--- src/rtl/sklansky_pkg.sv ---
// sklansky_pkg: shared width, FSM encoding and sizing helper for the byte-serial Sklansky subtractor.
`default_nettype none

package sklansky_pkg;

   localparam int BYTE_W = 8;

   typedef enum logic {
      IDLE = 1'b0,
      BUSY = 1'b1
   } state_t;

   function automatic int clog2(input int value);
      int r;
      r = 0;
      for (int v = value - 1; v > 0; v = v >> 1) begin
         r = r + 1;
      end
      return (r < 1) ? 1 : r;
   endfunction

endpackage

`default_nettype wire

--- src/rtl/sklansky_prefix8_cin.sv ---
// sklansky_prefix8_cin: combinational 8-bit Sklansky prefix adder with carry-in folded into bit 0's generate.
`default_nettype none

module generate_propagate (
   input  logic a,
   input  logic b,
   output logic g,
   output logic p
);
   assign g = a & b;
   assign p = a ^ b;
endmodule

module gray_cell (
   input  logic g_hi,
   input  logic p_hi,
   input  logic g_lo,
   output logic g
);
   assign g = g_hi | (p_hi & g_lo);
endmodule

module black_cell (
   input  logic g_hi,
   input  logic p_hi,
   input  logic g_lo,
   input  logic p_lo,
   output logic g,
   output logic p
);
   assign g = g_hi | (p_hi & g_lo);
   assign p = p_hi & p_lo;
endmodule

module sklansky_level
   import sklansky_pkg::*;
#(
   parameter int LEVEL = 0
) (
   input  logic [BYTE_W-1:0] g_in,
   input  logic [BYTE_W-1:0] p_in,
   output logic [BYTE_W-1:0] g_out,
   output logic [BYTE_W-1:0] p_out
);
   // Each bit with bit LEVEL set merges with the top of the lower half of its 2^(LEVEL+1) block;
   // when that block starts at bit 0 the result is a final carry, so only a gray cell is needed.
   for (genvar i = 0; i < BYTE_W; i++) begin : g_bit
      if (((i >> LEVEL) & 1) == 1) begin : g_merge
         localparam int J = ((i >> LEVEL) << LEVEL) - 1;
         if (((i >> (LEVEL + 1)) << (LEVEL + 1)) == 0) begin : g_gray
            gray_cell u_gray (
               .g_hi (g_in[i]),
               .p_hi (p_in[i]),
               .g_lo (g_in[J]),
               .g    (g_out[i])
            );
            assign p_out[i] = p_in[i];
         end else begin : g_black
            black_cell u_black (
               .g_hi (g_in[i]),
               .p_hi (p_in[i]),
               .g_lo (g_in[J]),
               .p_lo (p_in[J]),
               .g    (g_out[i]),
               .p    (p_out[i])
            );
         end
      end else begin : g_pass
         assign g_out[i] = g_in[i];
         assign p_out[i] = p_in[i];
      end
   end
endmodule

module sklansky_prefix8_cin
   import sklansky_pkg::*;
(
   input  logic [BYTE_W-1:0] a,
   input  logic [BYTE_W-1:0] b,
   input  logic              cin,
   output logic [BYTE_W-1:0] sum,
   output logic              cout
);
   logic [BYTE_W-1:0] w_graw;
   logic [BYTE_W-1:0] w_g0, w_g1, w_g2, w_g3;
   logic [BYTE_W-1:0] w_p0, w_p1, w_p2, w_p3;
   logic [BYTE_W-1:0] w_carry;
   logic              w_unused_p;

   for (genvar i = 0; i < BYTE_W; i++) begin : g_gp
      generate_propagate u_gp (
         .a (a[i]),
         .b (b[i]),
         .g (w_graw[i]),
         .p (w_p0[i])
      );
   end

   assign w_g0 = {w_graw[BYTE_W-1:1], w_graw[0] | (w_p0[0] & cin)};

   sklansky_level #(.LEVEL(0)) u_l0 (.g_in(w_g0), .p_in(w_p0), .g_out(w_g1), .p_out(w_p1));
   sklansky_level #(.LEVEL(1)) u_l1 (.g_in(w_g1), .p_in(w_p1), .g_out(w_g2), .p_out(w_p2));
   sklansky_level #(.LEVEL(2)) u_l2 (.g_in(w_g2), .p_in(w_p2), .g_out(w_g3), .p_out(w_p3));

   assign w_carry    = {w_g3[BYTE_W-2:0], cin};
   assign sum        = w_p0 ^ w_carry;
   assign cout       = w_g3[BYTE_W-1];
   assign w_unused_p = ^w_p3;
endmodule

`default_nettype wire

--- src/rtl/sklansky_serial_subtractor.sv ---
// sklansky_serial_subtractor: byte-serial A-B over NUM_BYTES bytes, LSB first, with borrow/zero on the last byte.
`default_nettype none

module sklansky_serial_subtractor
   import sklansky_pkg::*;
#(
   parameter int NUM_BYTES = 4
) (
   input  logic              clock,
   input  logic              reset_n,
   input  logic              enable,
   input  logic              in_valid,
   output logic              in_ready,
   input  logic [BYTE_W-1:0] a_byte,
   input  logic [BYTE_W-1:0] b_byte,
   output logic              out_valid,
   input  logic              out_ready,
   output logic [BYTE_W-1:0] diff_byte,
   output logic              out_last,
   output logic              borrow_out,
   output logic              zero_out
);
   localparam int                IDX_W    = clog2(NUM_BYTES);
   localparam logic [IDX_W-1:0]  LAST_IDX = IDX_W'(NUM_BYTES - 1);

   state_t              r_state;
   logic [IDX_W-1:0]    r_byte_idx;
   logic                r_carry;
   logic                r_zero_acc;
   logic                r_out_valid;
   logic [BYTE_W-1:0]   r_diff;
   logic                r_last;
   logic                r_borrow;
   logic                r_zero;

   logic                w_in_ready;
   logic                w_xfer;
   logic                w_is_last;
   logic                w_cin;
   logic                w_zero_src;
   logic                w_zero_now;
   logic [BYTE_W-1:0]   w_sum;
   logic                w_cout;

   // One-entry output register; a pop in the same cycle frees the slot for a new byte.
   assign w_in_ready = enable & (~r_out_valid | out_ready);
   assign w_xfer     = in_valid & w_in_ready;
   assign w_is_last  = (r_byte_idx == LAST_IDX);
   assign w_cin      = (r_state == IDLE) ? 1'b1 : r_carry;
   assign w_zero_src = (r_state == IDLE) ? 1'b1 : r_zero_acc;
   assign w_zero_now = w_zero_src & (w_sum == '0);

   sklansky_prefix8_cin u_slice (
      .a    (a_byte),
      .b    (~b_byte),
      .cin  (w_cin),
      .sum  (w_sum),
      .cout (w_cout)
   );

   always_ff @(posedge clock) begin
      if (!reset_n) begin
         r_state     <= IDLE;
         r_byte_idx  <= '0;
         r_carry     <= 1'b0;
         r_zero_acc  <= 1'b1;
         r_out_valid <= 1'b0;
         r_diff      <= '0;
         r_last      <= 1'b0;
         r_borrow    <= 1'b0;
         r_zero      <= 1'b0;
      end else if (enable) begin
         if (w_xfer) begin
            r_diff      <= w_sum;
            r_out_valid <= 1'b1;
            r_last      <= w_is_last;
            r_carry     <= w_cout;
            if (w_is_last) begin
               r_borrow   <= ~w_cout;
               r_zero     <= w_zero_now;
               r_byte_idx <= '0;
               r_zero_acc <= 1'b1;
               r_state    <= IDLE;
            end else begin
               r_borrow   <= 1'b0;
               r_zero     <= 1'b0;
               r_byte_idx <= r_byte_idx + 1'b1;
               r_zero_acc <= w_zero_now;
               r_state    <= BUSY;
            end
         end else if (r_out_valid && out_ready) begin
            r_out_valid <= 1'b0;
            r_last      <= 1'b0;
            r_borrow    <= 1'b0;
            r_zero      <= 1'b0;
         end
      end
   end

   assign in_ready   = w_in_ready;
   assign out_valid  = r_out_valid;
   assign diff_byte  = r_diff;
   assign out_last   = r_last;
   assign borrow_out = r_borrow;
   assign zero_out   = r_zero;

endmodule

`default_nettype wire

--- config.mk ---
export PLATFORM = sky130hd
export DESIGN_NAME = sklansky_serial_subtractor
export DESIGN_NICKNAME = d
export VERILOG_FILES = /design/src/rtl/sklansky_pkg.sv /design/src/rtl/sklansky_prefix8_cin.sv /design/src/rtl/sklansky_serial_subtractor.sv
export SDC_FILE = /design/constraint.sdc
export NUM_CORES = 1
export LEC_CHECK = 0
export CORE_MARGIN = 5
export CORE_UTILIZATION = 48
export DETAILED_ROUTE_END_ITERATION = 10
export PLACE_DENSITY = 0.86
export SLEW_MARGIN = 20
export SYNTH_ARGS = -nofsm -noshare
export SYNTH_HDL_FRONTEND = slang
export SYNTH_SLANG_ARGS = --single-unit
--- constraint.sdc ---
create_clock -name clock -period 4.07 [get_ports clock]
set_clock_uncertainty 0.1 [all_clocks]
set_input_delay 0.407 -clock clock [delete_from_list [all_inputs] [get_ports clock]]
set_output_delay 0.407 -clock clock [all_outputs]
set_load 0.005 [all_outputs]
==> tab_implementation.tex, run 1 <==
\begin{tabular}{lr}
\hline
Metric & Value \\
\hline
\multicolumn{2}{l}{\textbf{Setup path}} \\
\quad Cell-by-cell trace of the critical path & clkdlybuf4s50\_1 -> inv\_1 -> fa\_1 -> fa\_1 -> nand2b\_1 -> nand2b\_1 -> a21oi\_1 -> fa\_1 -> xor2\_1 -> nand2\_1 -> nor3\_1 -> o211ai\_1 -> o21ai\_1 \\
\quad Buf/Inv on CP & 2 \\
\quad Slowest library cell on the worst path & clkdlybuf4s50\_1 \\
\quad Delay of the slowest cell on the worst path & 460 ps \\
\quad Type of destination of the critical path & register \\
\quad Critical Path Most Common Cell & fa\_1 \\
\quad Arrival time at the worst endpoint & 3160 ps \\
\quad CP Launch Type & input port \\
\quad Maximum net fanout on the critical path & 3 \\
\quad Critical Path RT & 4190 ps \\
\quad Class of the most critical setup path & input port to register \\
\quad Kind of cell with the highest combined delay on the critical path & adder cells \\
\multicolumn{2}{l}{\textbf{Final layout}} \\
\quad Most common library cell in the layout ignoring fill and taps & clkdlybuf4s50\_1 \\
\quad Area growth from synthesis to layout & 35.8\% \\
\quad Final net count & 183 \\
\quad Layout cells sized above 1 & 8.00\% \\
\quad End-of-flow core utilization & 66.2\% \\
\quad Number of antenna cells inserted & 0 \\
\quad Non-Filler Instances & 178 \\
\quad Design Area, Final & 1420 um2 \\
\quad Leading cell types in the layout, fill and taps excluded & clkdlybuf4s50\_1 (33), dfxtp\_1 (17), nand2\_1 (16) \\
\multicolumn{2}{l}{\textbf{Run}} \\
\quad Max\_cap viols & 0 \\
\multicolumn{2}{l}{\textbf{Timing}} \\
\quad Max-slew violation count & 0 \\
\quad Fin crit period & 3030 ps \\
\quad Worst slack on hold paths & 366 ps \\
\quad Post-route setup TNS & 0 ps \\
\quad \# setup viols final & 0 \\
\quad Maximum clock frequency & 330 MHz \\
\quad Share of the clock period used by the worst path after layout & 74.5\% \\
\quad Final Hold Vio Count & 0 \\
\quad Setup repair after global routing missed its margin & false \\
\quad Slew at the pin closest to its max-slew limit & 610 ps \\
\quad Headroom to the max-slew limit & 59.2\% \\
\multicolumn{2}{l}{\textbf{Yosys}} \\
\quad Synthesized flop and latch total & 17 \\
\quad Portion of the post-synthesis area used by sequential elements & 32.5\% \\
\quad Simple-gate area share of the yosys netlist & 19.0\% \\
\quad Flip-flop cell with the highest count after synthesis & dfxtp\_1 \\
\quad Fraction of synthesis flops using an asynchronous set or reset pin & 0\% \\
\quad EDFF count, synth & 0 \\
\quad Post-synthesis share of cell area spent on xor and xnor gates & 1.67\% \\
\quad Count of unique library cells instantiated by Yosys & 39 \\
\quad Dominant combinational cell family by area after synthesis & compound AO/OA/AOI/OAI gates \\
\quad Net count of the mapped netlist & 149 \\
\quad Cell Area, Synth & 1050 um2 \\
\quad Share of synthesized cell area in full adder, half adder and majority cells & 16.0\% \\
\quad Yosys Warn Count & 0 \\
\quad Post-synthesis average cell area & 8.95 um2 \\
\quad Mapped Cells & 117 \\
\quad Fraction of the mapped netlist area in compound gates & 24.1\% \\
\quad Post-synthesis mux area share & 1.08\% \\
\multicolumn{2}{l}{\textbf{CTS}} \\
\quad CTS clock-pin slew for the worst setup and hold paths & 100 ps \\
\quad Number of cells upsized or downsized after cts & 0 \\
\quad Buffer type at the clock tree root & clkbuf\_4 \\
\quad Max clock buf depth & 2 \\
\quad Count of hold buffers inserted by post-cts repair & 0 \\
\quad Post-CTS Setup Repair Bufs & 0 \\
\quad Clock sink total & 17 \\
\quad Source-to-sink clock delay at the later pin of the worst-skew pair & 300 ps \\
\quad Number of H-tree branching levels & 1 \\
\quad TritonCTS clock tree & built \\
\quad TritonCTS Buffers & 3 \\
\multicolumn{2}{l}{\textbf{Die}} \\
\quad I/O pins & 34 \\
\quad Total core area & 2150 um2 \\
\quad Width of the die & 56.7 um \\
\quad Number of cell rows & 17 \\
\quad Initial core utilization & 48.7\% \\
\quad Die outline area & 3220 um2 \\
\quad Die Y-Extent & 56.7 um \\
\multicolumn{2}{l}{\textbf{Global route}} \\
\quad Global route total overflow & 0 \\
\quad Antenna violations before repair & 0 \\
\quad Via count of the first global-routing pass & 919 \\
\quad Total routing resource utilization after global routing & 14.8\% \\
\quad Largest net degree at the start of global routing & 20 \\
\quad Wire length of the first global-routing pass & 3890 um \\
\multicolumn{2}{l}{\textbf{Power}} \\
\quad Internal power contribution & 0.277 mW \\
\quad Power density over cell area & 275 nW/um2 \\
\quad Maximum resistive drop on vdd & 0.121 mV \\
\quad Share of power burned in combinational logic & 29.7\% \\
\quad Leakage power of the design & 0.627 nW \\
\quad Psw & 0.114 mW \\
\quad Relative contribution of sequential cells to total power & 46.5\% \\
\quad Net Sw Frac & 29.3\% \\
\quad Fraction of power consumed by the clock network & 23.8\% \\
\multicolumn{2}{l}{\textbf{Status}} \\
\quad Outcome & complete, no violations \\
\multicolumn{2}{l}{\textbf{Detailed routing}} \\
\quad Vias per cell & 5.16 \\
\quad Drt first pass iters & 4 \\
\quad Average wire per standard cell & 12.8 um \\
\quad WL final & 2280 um \\
\quad Total DRC errors in the routed layout & 0 \\
\quad Initial DRC Count & 23 \\
\quad Remaining number of nets flagged by the antenna check after routing & 0 \\
\quad Number of vias in the routed layout & 919 \\
\multicolumn{2}{l}{\textbf{Min path}} \\
\quad Path type of the worst min-delay path & register to register \\
\multicolumn{2}{l}{\textbf{Place}} \\
\quad RePlAce Congestion & 0.851 \\
\quad Cell area after placement & 1400 um2 \\
\quad Post-detailed-placement half-perimeter wirelength & 1780 um \\
\quad Buffers on Ports & 33 \\
\quad Placed cell count & 174 \\
\hline
\end{tabular}
[Yosys cell counts, types with 2 or more instances]
cell | count | area [um2]
a21boi_1 | 2 | 15.0
a21o_1 | 2 | 15.0
a21oi_1 | 4 | 20.0
and2_1 | 3 | 18.8
buf_2 | 2 | 10.0
dfxtp_1 | 17 | 340
fa_1 | 4 | 80.1
ha_1 | 7 | 87.6
inv_1 | 10 | 37.5
nand2_1 | 16 | 60.1
nand2b_1 | 5 | 31.3
nand3_1 | 2 | 10.0
nor2_1 | 4 | 15.0
nor2b_1 | 3 | 18.8
nor3_1 | 2 | 10.0
o211a_1 | 5 | 50.1
o211ai_2 | 2 | 25.0
o21a_1 | 2 | 15.0
o21ai_0 | 2 | 10.0
o21ai_1 | 4 | 20.0
[layer usage]
metal  track usage, %  up-vias  wire [um]
li1                 -      470          -
met1             18.6      424       1060
met2             24.6       23       1060
met3             3.45        2        143
met4             5.08        0         13
met5                0        -          0
[cell families (layout without fill, tap and decap cells)]
group,count (synthesis),count (layout)
and+or+nand+nor,39,39
AOI/OAI and AO/OA,32,32
DFF,17,17
buffers and inverters,15,48
adders and majority gates,11,11
xor gates and xnor gates,2,2
muxes,1,1
[path summary, 6_finish.rpt]
path | endpoint | depth (start not counted) | start | slack (ps)
worst max-delay path | r_zero_acc$_SDFFE_PN1P_ | 13 | a_byte[0] | 1040
worst min-delay path | diff_byte[2]$_SDFFE_PN0P_ | 2 | diff_byte[2]$_SDFFE_PN0P_ | 370
worst max register to register | r_zero_acc$_SDFFE_PN1P_ | 12 | r_state$_SDFFE_PN0P_ | 1220
worst min register to register | diff_byte[2]$_SDFFE_PN0P_ | 2 | diff_byte[2]$_SDFFE_PN0P_ | 370
[area by class of cell]
type | count | area [um2]
clock buffers | 3 | 22.5
clock inverters | 1 | 5.00
fillers | 178 | 726
inverters | 11 | 41.3
multi-input cells | 85 | 648
flip-flops and latches | 17 | 340
well taps | 28 | 35.0
repair buffers | 33 | 330
[worst reg2reg max path, delay by kind of cell, from the launching register on]
| family | cells | cell delay [ps] |
|---|---|---|
| adders and majority gates | 3 | 1140 |
| and+or+nand+nor | 5 | 680 |
| AOI/OAI and AO/OA | 3 | 350 |
| DFF | 1 | 340 |
| xor gates and xnor gates | 1 | 180 |
[sequential cells by signal, indices dropped and copies added, names as in the netlist]
name,count
borrow_out,1
diff_byte,8
out_last,1
out_valid,1
r_byte_idx,2
r_carry,1
r_state,1
r_zero_acc,1
zero_out,1
[power groups by stage]
stage | combinational, mW | clock, mW | sequential, mW
2_1_floorplan | 0.0673 | 0 | 0.185
3_3_place_gp | 0.114 | 0 | 0.185
3_5_place_dp | 0.116 | 0 | 0.185
4_1_cts | 0.117 | 0.0945 | 0.182
5_1_grt | 0.129 | 0.101 | 0.183
6_report | 0.116 | 0.0928 | 0.182
[per-stage QoR]
| step | power [mW] | setup WS, ps |
|---|---|---|
| 2_1_floorplan | 0.252 | 1330 |
| 3_3_place_gp | 0.298 | 780 |
| 3_5_place_dp | 0.302 | 712 |
| 4_1_cts | 0.393 | 1020 |
| 5_1_grt | 0.413 | 789 |
| 6_report | 0.391 | 1040 |
(Power assumes the default switching activity.)
==> run 2: changes to the inputs <==
--- a/config.mk
+++ b/config.mk
@@ -6,9 +6,9 @@
 export NUM_CORES = 1
 export LEC_CHECK = 0
 export CORE_MARGIN = 5
-export CORE_UTILIZATION = 48
+export CORE_UTILIZATION = 45
 export DETAILED_ROUTE_END_ITERATION = 10
-export PLACE_DENSITY = 0.86
+export PLACE_DENSITY = 0.81
 export SLEW_MARGIN = 20
 export SYNTH_ARGS = -nofsm -noshare
 export SYNTH_HDL_FRONTEND = slang
==> constraint.sdc (replaced) <==
create_clock -name clock -period 3.05 [get_ports clock]
set_clock_uncertainty 0.1 [all_clocks]
set_input_delay 0.305 -clock clock [delete_from_list [all_inputs] [get_ports clock]]
set_output_delay 0.305 -clock clock [all_outputs]
set_load 0.005 [all_outputs]
==> tab_implementation.tex, run 2 (synthesized netlist as in run 1, its figures left out) <==
\begin{tabular}{lr}
\hline
Metric & Value \\
\hline
\multicolumn{2}{l}{\textbf{Timing}} \\
\quad Share of the clock period used by the worst path after layout & 95.2\% \\
\quad Worst slack on hold paths & 373 ps (was 366 ps) \\
\quad Slew at the pin closest to its max-slew limit & 568 ps (was 610 ps) \\
\quad Final Hold Vio Count & 0 (unchanged) \\
\quad Fin crit period & 2900 ps \\
\quad Max-slew violation count & 0 (unchanged) \\
\quad Headroom to the max-slew limit & 62.0\% (was 59.2\%) \\
\quad \# setup viols final & 0 (unchanged) \\
\quad Maximum clock frequency & 344 MHz \\
\multicolumn{2}{l}{\textbf{Place}} \\
\quad Buffers on Ports & 33 (unchanged) \\
\quad Post-detailed-placement half-perimeter wirelength & 1900 um (was 1780 um) \\
\quad RePlAce Congestion & 0.861 (was 0.851) \\
\multicolumn{2}{l}{\textbf{Global route}} \\
\quad GR met1 Demand/Resource & 16.2\% (was 18.6\%) \\
\quad Global route total overflow & 0 (unchanged) \\
\quad Wire length of the first global-routing pass & 3840 um (was 3890 um) \\
\quad Global route hottest layer & met2 (unchanged) \\
\quad Global-route met3 utilization & 2.45\% (was 3.45\%) \\
\quad Largest net degree at the start of global routing & 20 (unchanged) \\
\quad Antenna violations before repair & 0 (unchanged) \\
\quad Met2 usage in global routing & 26.0\% (was 24.6\%) \\
\quad Via count of the first global-routing pass & 932 (was 919) \\
\quad Total routing resource utilization after global routing & 14.5\% (was 14.8\%) \\
\multicolumn{2}{l}{\textbf{Power}} \\
\quad Power density over cell area & 364 nW/um2 (was 275 nW/um2) \\
\quad Leakage power of the design & 0.635 nW (was 0.627 nW) \\
\quad Maximum resistive drop on vdd & 0.229 mV (was 0.121 mV) \\
\quad Design Power & 0.527 mW (was 0.391 mW) \\
\multicolumn{2}{l}{\textbf{Detailed routing}} \\
\quad Total DRC errors in the routed layout & 0 (unchanged) \\
\quad Drt first pass iters & 4 (unchanged) \\
\quad Average wire per standard cell & 12.8 um (about the same) \\
\quad Remaining number of nets flagged by the antenna check after routing & 0 (unchanged) \\
\quad Initial DRC Count & 13 (was 23) \\
\quad Number of vias in the routed layout & 933 (was 919) \\
\quad WL final & 2310 um (was 2280 um) \\
\quad Vias per cell & 5.18 (was 5.16) \\
\multicolumn{2}{l}{\textbf{Setup path}} \\
\quad Critical Path RT & 3180 ps (was 4190 ps) \\
\quad Type of destination of the critical path & register (unchanged) \\
\quad Maximum net fanout on the critical path & 2 (was 3) \\
\quad Class of the most critical setup path & input port to register (unchanged) \\
\quad CP Launch Type & input port (unchanged) \\
\quad Arrival time at the worst endpoint & 3030 ps (was 3160 ps) \\
\multicolumn{2}{l}{\textbf{Die}} \\
\quad Initial core utilization & 47.3\% (was 48.7\%) \\
\quad Total core area & 2210 um2 (was 2150 um2) \\
\quad Die Y-Extent & 58.2 um (was 56.7 um) \\
\quad Width of the die & 58.2 um (was 56.7 um) \\
\quad Number of cell rows & 17 (unchanged) \\
\quad I/O pins & 34 (unchanged) \\
\quad Die outline area & 3390 um2 (was 3220 um2) \\
\multicolumn{2}{l}{\textbf{Final layout}} \\
\quad Layout cells sized above 1 & 11.2\% (was 8.00\%) \\
\quad Leading cell types in the layout, fill and taps excluded & clkdlybuf4s50\_1 (33), dfxtp\_1 (17), nand2\_1 (16) (unchanged) \\
\quad Sequential cell area & 340 um2 (unchanged) \\
\quad Most common library cell in the layout ignoring fill and taps & clkdlybuf4s50\_1 (unchanged) \\
\quad Multi-input gate area & 658 um2 (was 648 um2) \\
\quad Area growth from synthesis to layout & 38.2\% (was 35.8\%) \\
\quad Final net count & 185 (was 183) \\
\quad End-of-flow core utilization & 65.4\% (was 66.2\%) \\
\quad Max FFs per register & 8 (unchanged) \\
\quad Number of filler cells placed in the layout & 191 (was 178) \\
\quad Number of antenna cells inserted & 0 (unchanged) \\
\multicolumn{2}{l}{\textbf{CTS}} \\
\quad CTS clock-pin slew for the worst setup and hold paths & 100 ps (about the same) \\
\quad Buffer type at the clock tree root & clkbuf\_4 (unchanged) \\
\quad Source-to-sink clock delay at the later pin of the worst-skew pair & 290 ps (was 300 ps) \\
\quad Number of H-tree branching levels & 1 (unchanged) \\
\quad Clock sink total & 17 (unchanged) \\
\quad Max clock buf depth & 2 (unchanged) \\
\quad TritonCTS Buffers & 3 (unchanged) \\
\quad TritonCTS clock tree & built (unchanged) \\
\quad Count of hold buffers inserted by post-cts repair & 0 (unchanged) \\
\multicolumn{2}{l}{\textbf{Min path}} \\
\quad Path type of the worst min-delay path & register to register (unchanged) \\
\multicolumn{2}{l}{\textbf{Status}} \\
\quad Outcome & complete, no violations (unchanged) \\
\multicolumn{2}{l}{\textbf{Run}} \\
\quad Max\_cap viols & 0 (unchanged) \\
\hline
\end{tabular}
[run 2: cell count changes in the layout (fill, tap and decap cells not counted)]
cell	before	now
fa_1	4	2
nor3_2	0	1
fa_2	0	2
buf_4	0	2
nor3_1	2	1
[run 2: routing by layer]
metal  up-vias  share of wire (%)
met1       421                 42
met5         -                  0
li1        477                  -
met3         4                6.1
met4         0                1.7
met2        31                 50
[run 2: worst paths after layout]
path / start / endpoint / slack [ps] / cells after the start
setup / recovery: a_byte[0] / zero_out$_SDFFE_PN0P_ / 150 / 12
hold / removal: diff_byte[2]$_SDFFE_PN0P_ / diff_byte[2]$_SDFFE_PN0P_ / 370 / 2
setup reg to reg: r_state$_SDFFE_PN0P_ / zero_out$_SDFFE_PN0P_ / 270 / 11
hold reg to reg: diff_byte[2]$_SDFFE_PN0P_ / diff_byte[2]$_SDFFE_PN0P_ / 370 / 2
[run 2: area by class of cell]
type                            count  share of cell area, %
Inverter                           11                   2.85
Timing Repair Buffer               35                   23.9
Tap cell                           28                   2.42
Sequential cell                    17                   23.5
Clock inverter                      1                  0.346
Clock buffer                        3                   1.56
Multi-Input combinational cell     85                   45.5
[run 2: per-stage QoR]
step	instance area, um2	setup slack, ps	setup TNS [ps]	cells
global placement	1400	-110	-208	175
global route	1450	-9.32	-9.32	180
finish	1450	146	0	180
detailed placement	1400	-223	-439	175
CTS	1430	87.9	0	179
floorplan	1050	389	0	117
[run 2: worst max-delay path, cell delays in order]
cell             delay [ps]
clkdlybuf4s50_1         470
inv_1                    60
fa_1                    440
fa_2                    350
nand2b_1                160
nand2b_1                 70
a21oi_1                  80
fa_2                    550
nand4b_1                110
nor3_2                  160
o211ai_1                130
o21ai_1                 150
[run 2: repair_timing]
action,4_1_cts,5_1_grt
hold endpoints to repair,0,0
endpoints found under the setup margin,0,2
setup buffers,0,1
gates resized for setup,0,3
[run 2: power by group]
group / leakage, nW / switching, mW / internal [mW]
Clock: 0.0177 / 0.0721 / 0.0488
Combinational: 0.478 / 0.0726 / 0.0914
Sequential: 0.139 / 0.00748 / 0.235
Total: 0.635 / 0.152 / 0.375
==> run 3: changes to the inputs <==
--- a/config.mk
+++ b/config.mk
@@ -9,6 +9,7 @@
 export CORE_UTILIZATION = 45
 export DETAILED_ROUTE_END_ITERATION = 10
 export PLACE_DENSITY = 0.81
+export SETUP_SLACK_MARGIN = 0.15
 export SLEW_MARGIN = 20
 export SYNTH_ARGS = -nofsm -noshare
 export SYNTH_HDL_FRONTEND = slang
==> tab_implementation.tex, run 3 (synthesized netlist as in run 1, its figures left out) <==
\begin{tabular}{lr}
\hline
Metric & Value \\
\hline
\multicolumn{2}{l}{\textbf{Global route}} \\
\quad Global route total overflow & 0 (unchanged) \\
\quad Via count of the first global-routing pass & 940 (was 932) \\
\quad Largest net degree at the start of global routing & 20 (unchanged) \\
\quad Antenna violations before repair & 0 (unchanged) \\
\quad Total routing resource utilization after global routing & 14.6\% (was 14.5\%) \\
\quad Wire length of the first global-routing pass & 3860 um (was 3840 um) \\
\multicolumn{2}{l}{\textbf{CTS}} \\
\quad Buffer type at the clock tree root & clkbuf\_4 (unchanged) \\
\quad CTS clock-pin slew for the worst setup and hold paths & 100 ps (about the same) \\
\quad Clock sink total & 17 (unchanged) \\
\quad TritonCTS Buffers & 3 (unchanged) \\
\quad Post-CTS Setup Repair Bufs & 0 (unchanged) \\
\quad TritonCTS clock tree & built (unchanged) \\
\quad Max clock buf depth & 2 (unchanged) \\
\quad Count of hold buffers inserted by post-cts repair & 0 (unchanged) \\
\quad Source-to-sink clock delay at the later pin of the worst-skew pair & 290 ps (about the same) \\
\quad Number of H-tree branching levels & 1 (unchanged) \\
\multicolumn{2}{l}{\textbf{Place}} \\
\quad Cell area after placement & 1400 um2 (unchanged) \\
\quad Setup Slack @ Placement & -223 ps (unchanged) \\
\quad Post-detailed-placement half-perimeter wirelength & 1900 um (unchanged) \\
\quad Buffers on Ports & 33 (unchanged) \\
\quad RePlAce Congestion & 0.861 (unchanged) \\
\multicolumn{2}{l}{\textbf{Final layout}} \\
\quad Final net count & 184 (was 185) \\
\quad Max FFs per register & 8 (unchanged) \\
\quad Number of filler cells placed in the layout & 179 (was 191) \\
\quad Most common library cell in the layout ignoring fill and taps & clkdlybuf4s50\_1 (unchanged) \\
\quad Area growth from synthesis to layout & 42.3\% (was 38.2\%) \\
\quad Multi-input gate area & 702 um2 (was 658 um2) \\
\quad Number of antenna cells inserted & 0 (unchanged) \\
\quad Leading cell types in the layout, fill and taps excluded & clkdlybuf4s50\_1 (31), nand2\_1 (16), dfxtp\_1 (16) (was clkdlybuf4s50\_1 (33), dfxtp\_1 (17), nand2\_1 (16)) \\
\quad Layout cells sized above 1 & 15.9\% (was 11.2\%) \\
\quad Sequential cell area & 342 um2 (was 340 um2) \\
\quad End-of-flow core utilization & 67.4\% (was 65.4\%) \\
\quad Design Area, Final & 1490 um2 (was 1450 um2) \\
\multicolumn{2}{l}{\textbf{Timing}} \\
\quad Final worst-path setup slack & 270 ps (was 146 ps) \\
\quad Max-slew violation count & 0 (unchanged) \\
\quad Maximum clock frequency & 360 MHz (was 344 MHz) \\
\quad Headroom to the max-slew limit & 61.1\% (was 62.0\%) \\
\quad Share of the clock period used by the worst path after layout & 91.2\% (was 95.2\%) \\
\quad Slew at the pin closest to its max-slew limit & 582 ps (was 568 ps) \\
\quad Fin crit period & 2780 ps (was 2900 ps) \\
\quad Setup repair after global routing missed its margin & true \\
\quad \# setup viols final & 0 (unchanged) \\
\quad Final Hold Vio Count & 0 (unchanged) \\
\multicolumn{2}{l}{\textbf{Setup path}} \\
\quad Maximum net fanout on the critical path & 3 (was 2) \\
\quad Arrival time at the worst endpoint & 2910 ps (was 3030 ps) \\
\quad Class of the most critical setup path & register to register (was input port to register) \\
\quad Critical Path Most Common Cell & fa\_2 \\
\quad Critical Path RT & 3180 ps (about the same) \\
\quad Slowest library cell on the worst path & fa\_2 (unchanged) \\
\quad Delay of the slowest cell on the worst path & 580 ps (was 550 ps) \\
\quad Path depth of the worst reg2reg path & 11 (unchanged) \\
\quad FF-to-FF Start & r\_state\$\_SDFFE\_PN0P\_ (unchanged) \\
\quad Type of destination of the critical path & register (unchanged) \\
\quad CP Launch Type & register (was input port) \\
\quad Worst reg-to-reg setup slack & 270 ps (about the same) \\
\quad Cell-by-cell trace of the critical path & nor2b\_4 -> fa\_2 -> fa\_2 -> nand2b\_4 -> nand2b\_4 -> a21oi\_4 -> fa\_2 -> nand4b\_1 -> nor3\_2 -> o211ai\_1 -> o21ai\_1 (was clkdlybuf4s50\_1 -> inv\_1 -> fa\_1 -> fa\_2 -> nand2b\_1 -> nand2b\_1 -> a21oi\_1 -> fa\_2 -> nand4b\_1 -> nor3\_2 -> o211ai\_1 -> o21ai\_1) \\
\quad Reg-to-reg critical path endpoint & r\_zero\_acc\$\_SDFFE\_PN1P\_ (was zero\_out\$\_SDFFE\_PN0P\_) \\
\multicolumn{2}{l}{\textbf{Power}} \\
\quad Design Power & 0.540 mW (was 0.527 mW) \\
\quad Power density over cell area & 362 nW/um2 (was 364 nW/um2) \\
\quad Leakage power of the design & 0.660 nW (was 0.635 nW) \\
\quad Maximum resistive drop on vdd & 0.221 mV (was 0.229 mV) \\
\multicolumn{2}{l}{\textbf{Die}} \\
\quad Width of the die & 58.2 um (unchanged) \\
\quad I/O pins & 34 (unchanged) \\
\quad Die outline area & 3390 um2 (unchanged) \\
\quad Total core area & 2210 um2 (unchanged) \\
\quad Number of cell rows & 17 (unchanged) \\
\quad Die Y-Extent & 58.2 um (unchanged) \\
\quad Initial core utilization & 47.3\% (unchanged) \\
\multicolumn{2}{l}{\textbf{Detailed routing}} \\
\quad Vias per cell & 5.28 (was 5.18) \\
\quad Remaining number of nets flagged by the antenna check after routing & 0 (unchanged) \\
\quad WL final & 2470 um (was 2310 um) \\
\quad Average wire per standard cell & 13.8 um (was 12.8 um) \\
\quad Total DRC errors in the routed layout & 0 (unchanged) \\
\quad Number of vias in the routed layout & 945 (was 933) \\
\quad Initial DRC Count & 9 (was 13) \\
\quad Drt first pass iters & 4 (unchanged) \\
\multicolumn{2}{l}{\textbf{Status}} \\
\quad Outcome & complete, no violations (unchanged) \\
\multicolumn{2}{l}{\textbf{Min path}} \\
\quad Path type of the worst min-delay path & register to register (unchanged) \\
\quad Hold\_sp & diff\_byte[2]\$\_SDFFE\_PN0P\_ (unchanged) \\
\quad Worst Hold Depth & 2 (unchanged) \\
\quad Worst Hold End & diff\_byte[2]\$\_SDFFE\_PN0P\_ (unchanged) \\
\multicolumn{2}{l}{\textbf{Run}} \\
\quad Max\_cap viols & 0 (unchanged) \\
\hline
\end{tabular}
-- run 3: cell count changes in the layout (fill, tap and decap cells not counted), moves of 2 or more --
| cell | previous run | this run |
|---|---|---|
| nand2b_4 | 0 | 2 |
| nand2b_1 | 5 | 3 |
| dlymetal6s2s_1 | 0 | 2 |
| clkdlybuf4s50_1 | 33 | 31 |
-- run 3: layout make-up --
type,count,area share (%)
inverters,11,2.77
flip-flops and latches,17,22.9
well taps,28,2.35
repair buffers,34,23.0
multi-input cells,85,47.1
clock inverters,1,0.336
clock buffers,3,1.51
-- run 3: metal layers --
layer | up-vias | track usage (%) | wire length, um
met3 | 6 | 2.45 | 118
met4 | 0 | 7.62 | 47
li1 | 474 | - | -
met5 | - | 0 | 0
met1 | 437 | 16.4 | 1000
met2 | 28 | 26.1 | 1300
-- run 3: worst max path at each step --
stage                     slack, ps                      end                 start  depth (start not counted)
after floorplan                 390    zero_out$_SDFFE_PN0P_  r_state$_SDFFE_PN0P_                         12
after global placement         -110    zero_out$_SDFFE_PN0P_             a_byte[0]                         13
after detailed placement       -220    zero_out$_SDFFE_PN0P_             a_byte[0]                         13
after CTS                       200    zero_out$_SDFFE_PN0P_             a_byte[0]                         12
after global routing            120  r_zero_acc$_SDFFE_PN1P_  r_state$_SDFFE_PN0P_                         12
final                           270  r_zero_acc$_SDFFE_PN1P_  r_state$_SDFFE_PN0P_                         11
-- run 3: metrics by stage --
| stage | std cells | TNS (ps) | hold WS (ps) |
|---|---|---|---|
| 4_1_cts | 179 | 0 | 374 |
| 3_3_place_gp | 175 | -208 | 346 |
| 6_report | 179 | 0 | 369 |
| 5_1_grt | 179 | 0 | 395 |
| 3_5_place_dp | 175 | -439 | 359 |
| 2_1_floorplan | 117 | 0 | 339 |
-- run 3: power by group --
part	switching, mW	internal (mW)	leakage, nW
Combinational	0.0794	0.0954	0.503
Sequential	0.00820	0.235	0.140
Clock	0.0730	0.0487	0.0177
-- run 3: repair_timing --
| action | 4_1_cts | 5_1_grt |
|---|---|---|
| setup endpoints to repair | 2 | 2 |
| resized for setup | 3 | 12 |
| pin swaps | 3 | 6 |
-- run 3: worst max-delay path: cells and delay by family (launching register included) --
kind	cells	cell delay (ps)
AOI/OAI and AO/OA	3	320
adders and majority gates	3	1330
DFF	1	340
and+or+nand+nor	5	630
==> edit 1 (config.mk and constraints of run 3) <==
Change the package constant `BYTE_W` from 8 to 9.
--- a/src/rtl/sklansky_pkg.sv
+++ b/src/rtl/sklansky_pkg.sv
@@ -3,7 +3,7 @@
 
 package sklansky_pkg;
 
-   localparam int BYTE_W = 8;
+   localparam int BYTE_W = 9;
 
    typedef enum logic {
       IDLE = 1'b0,
Ports: changed (resized a_byte, b_byte and diff_byte); port bits go from 34 to 37. The function was not compared with the original's and may differ.
==> edit 1 against run 3 <==
- synthesized cell count increased by 17%
- sequential cell count is 1 higher
- power is 15% higher
- via count up 21%
- final area is 13% higher
- setup slack lost 140 ps
- area after synthesis grew 8.4%
- routed wire length grew 23%
- fmax is 4.9% lower
- largest cell class unchanged
- highest routed layer unchanged
==> edit 1: results (changes against run 3) <==
Placement
The total half-perimeter wirelength after legalization and detailed placement is 2290 um (+20%). The last weighted congestion value of the routability-driven placer is 0.885 (+2.8%). The number of placed instances with taps included came to 205 (+17%).

Worst setup path
The minimum setup slack among reg-to-reg paths is 130 ps (-140 ps). The logic depth of the worst register-to-register path was 13 (+2). The end point of the critical path is zero_out. The peak fanout along the critical path is 2 (-1).

Power
The peak supply drop is 258 uV (+17%). The power attributed to sequential cells is 0.259 mW (+7%). The power in the clock group is 0.144 mW (+18%). The leakage power figure is 0.691 nW (+4.7%).

The switching part of the total was 0.296 (-0.00187).

Logic synthesis
The synthesized area per cell is 8.28 sq um (-7.5%). The post-synthesis net count is 172 (+15%). In the synthesized netlist, the cells that appear most often are 18 x dfxtp_1, 15 x inv_1, 13 x nand2_1. The sequential cell area fraction in the yosys report is 0.318 (-0.00744). The post-synthesis cell area is 1130 sq um (+8.4%).

Detailed routing
The count of vias placed by the detailed router is 1,145 (+21%). The routed wire length on met2 is 1530 um (+18%). The via density per instance is 5.40 (+2.3%). The routed length on met1 is 1270 um (+26%).

Global route
The first-pass GRT wire length came to 4860 um (+26%). The routing usage on met3 was 0.0367 (+0.0122). The met1 global-route usage is 0.207 (+0.0428).

Final layout
The number of nets at the end of the flow is 218 (+18%). The number of flip-flops in the largest register is 9 (+1). The share of final-layout standard cells stronger than drive strength 1 was 0.187 (+0.0279).

The fill cell instance count of the final layout is 196 (+9.5%).

CTS
The total of cells resized after clock tree synthesis came to 10 (+7). The total setup buffers inserted after CTS is 2 (+2).

Status
The flow ran to the end, and the final reports show no timing, DRC or antenna violations.

STA
The normalized max-slew margin was 0.636 (+0.0253).
edit 1: changes by cell type after synthesis, moves of 3 or more:
cell and delta:
or3_1 +4, nor2_1 +8, clkbuf_1 +3, nand2_1 -3, o211a_1 -4, a21oi_1 +7, inv_1 +5, a211oi_1 +4
edit 1: layout make-up:
type	instances	area share
Sequential cell	18	0.215
Multi-Input combinational cell	98	0.451
Timing Repair Buffer	45	0.252
Clock buffer	4	0.0215
Inverter	17	0.0378
Tap cell	30	0.0222
edit 1: logic make-up after synthesis:
kind of cell             after synthesis
AO/OA/AOI/OAI                         36
multiplexers                           2
adder cells (fa/ha/maj)               12
buffers and inverters                 21
XOR/XNOR                               2
AND/OR/NAND/NOR                       46
flip-flops                            18
edit 1: critical path, stage by stage, from the launching register on:
cell	delay [ps]
dfxtp_2	340
inv_2	50
nor2_2	40
fa_2	330
fa_2	350
nand2b_4	160
nand2b_4	60
a21oi_2	50
fa_2	530
nand4b_1	120
a211o_1	280
nor4_4	170
o2111ai_1	140
o21ai_1	150
==> edit 2 (config.mk and constraints of run 3) <==
Without the edit above. Reset style: asynchronous (`reset_n`), changed in one clocked block.
--- a/src/rtl/sklansky_serial_subtractor.sv
+++ b/src/rtl/sklansky_serial_subtractor.sv
@@ -58,7 +58,7 @@
       .cout (w_cout)
    );
 
-   always_ff @(posedge clock) begin
+   always_ff @(posedge clock or negedge reset_n) begin
       if (!reset_n) begin
          r_state     <= IDLE;
          r_byte_idx  <= '0;
Check against the original RTL: differs if reset_n is asserted again (counterexample within 4 cycles, from zero or initial values and one cycle with reset_n low); with reset_n held inactive, the same outputs for 10 cycles.
==> edit 2 against run 3 <==
- area after synthesis rose by 4.1%
- final area is 3.1% higher
- hold slack got worse by 17 ps
- routed wire length fell by 7.3%
- power rose by 48%
- die area rose by 3.4%
- critical endpoint is now r_zero_acc
- sequential cell count unchanged
- setup slack lost 27 ps
- highest routed layer unchanged
==> edit 2: results (changes against run 3) <==
Final layout
The fill cell instance count of the final layout was 182 (+1.7%). From synthesis to final layout, the design area changed by 41.0%. The share of final-layout standard cells stronger than drive strength 1 is 0.201 (+0.0424). The number of flip-flops in the largest register is 8 (unchanged).

The antenna cell count is 0 (unchanged). The number of nets at the end of the flow is 177 (-3.8%).

CTS
The root cell of the clock tree is clkbuf_4. The number of H-tree levels is 1 (unchanged). The largest buffer count on any clock path is 2 (unchanged).

Placement
The last weighted congestion value of the routability-driven placer is 0.824 (-4.3%). The number of input and output port buffers inserted is 33 (unchanged). The cell area after placement is 1450 sq um (+3.7%). The total half-perimeter wirelength after legalization and detailed placement is 1900 um (about the same).

Detailed routing
The routed length on met1 is 991 um (-1.1%). The highest layer used for signal routing is met4. The detailed-router iteration count before antenna repair is 4 (unchanged). The via density per instance is 4.98 (-5.6%).

The final routed wirelength across all metal layers is 2290 um (-7.3%). The remaining routing DRC violations came to 0 (unchanged). The DRC marker count from the first detailed-route iteration is 13 (+4). The length of routed met3 wiring is 139 um (+18%).

The routed wire length on met2 came to 1140 um (-12%).

Worst hold path
The class of the most critical hold timing path is in -> async.

Logic synthesis
The sequential cell area fraction in the yosys report is 0.392 (+0.0665). After synthesis, the cell types taking the most area are dfrtp_1 37%, ha_1 8.0%, fa_1 7.3%. The number of warnings reported in the yosys synthesis log is 0 (unchanged). In the synthesized netlist, the cells that appear most often are 17 x nand2_1, 16 x dfrtp_1, 12 x inv_1.

The fraction of registers with async set or reset after synthesis was 1.00 (+1.00). The count of cell types in the netlist is 36 (-7.7%). The post-synthesis net count was 136 (-8.7%).

Global route
The overall routing resource usage is 0.150 (+0.00396). The routing usage on met3 is 0.0392 (+0.0147). The met2 track utilization from global routing is 0.270 (+0.00860). The first-pass GRT wire length is 4080 um (+5.7%). The via count of the first global-routing pass is 974 (+3.6%).

The met1 global-route usage came to 0.168 (+0.00451). The initial antenna violation count was 0 (unchanged).

Power
The leakage power figure is 0.707 nW (+7.0%). The switching part of the total is 0.311 (+0.0139). The peak supply drop was 276 uV (+25%).

Worst setup path
The startpoint identified for the worst register-to-register timing path is r_state. The data arrival time at the worst-slack endpoint is 2920 ps (about the same). The end point of the critical path is r_zero_acc. The minimum setup slack among reg-to-reg paths came to 240 ps (-30 ps).

The slowest stage of the critical path is the fa_1 cell. The critical path start-end classification is reg -> reg. The largest incremental delay on the critical path is 500 ps (-80 ps). The logic depth of the worst register-to-register path came to 11 (unchanged). In this design, the largest share of critical-path delay is due to adder cells. The peak fanout along the critical path is 2 (-1).

Status
The run finished with clean final reports.

STA
The transition time at the pin with the least slew margin is 749 ps (+167 ps).
## edit 2: cell types whose count changed after synthesis, moves of 2 or more
cell,change
nand3_1,-2
a21oi_1,-2
inv_1,+2
mux2_4,+2
o21ai_1,-3
dfxtp_1,-17
and2_1,-2
nor2b_1,-2
dfrtp_1,+16
o21ai_0,+3
a21boi_1,-2
o211a_1,-5
## edit 2: area by class of cell
type	instances	area share
inverters	12	0.0293
repair buffers	38	0.241
well taps	28	0.0228
clock buffers	4	0.0171
flip-flops and latches	17	0.278
multi-input cells	73	0.412
## edit 2: logic make-up after synthesis
kind of cell	Yosys count	share of synthesized area
xor gates and xnor gates	2	0.0161
AOI/OAI and AO/OA	25	0.197
DFF	17	0.392
and+or+nand+nor	32	0.147
muxes	3	0.0379
buffers and inverters	14	0.0562
adders and majority gates	11	0.154
## edit 2: what timing repair did
| action | 4_1_cts | 5_1_grt |
|---|---|---|
| resized for setup | 3 | 6 |
| pin swaps | 2 | 1 |
| setup endpoints to repair | 2 | 2 |
| cloned | 0 | 0 |
| setup buffers | 0 | 3 |
## edit 2: stage by stage
step | worst slack (ps) | total power, mW | hold slack [ps] | std cells
after floorplan | 175 | 0.492 | -90.6 | 104
after global placement | -203 | 0.642 | 361 | 165
after detailed placement | -274 | 0.659 | 365 | 165
after CTS | 141 | 0.784 | 379 | 169
after global routing | 112 | 0.854 | 418 | 172
final | 242 | 0.799 | 352 | 172
## edit 2: power by group through the flow
stage	combinational (mW)	clock (mW)	sequential (mW)
floorplan	0.161	0	0.331
global placement	0.314	0	0.328
detailed placement	0.327	0	0.331
CTS	0.333	0.124	0.328
global route	0.384	0.132	0.338
finish	0.350	0.121	0.329
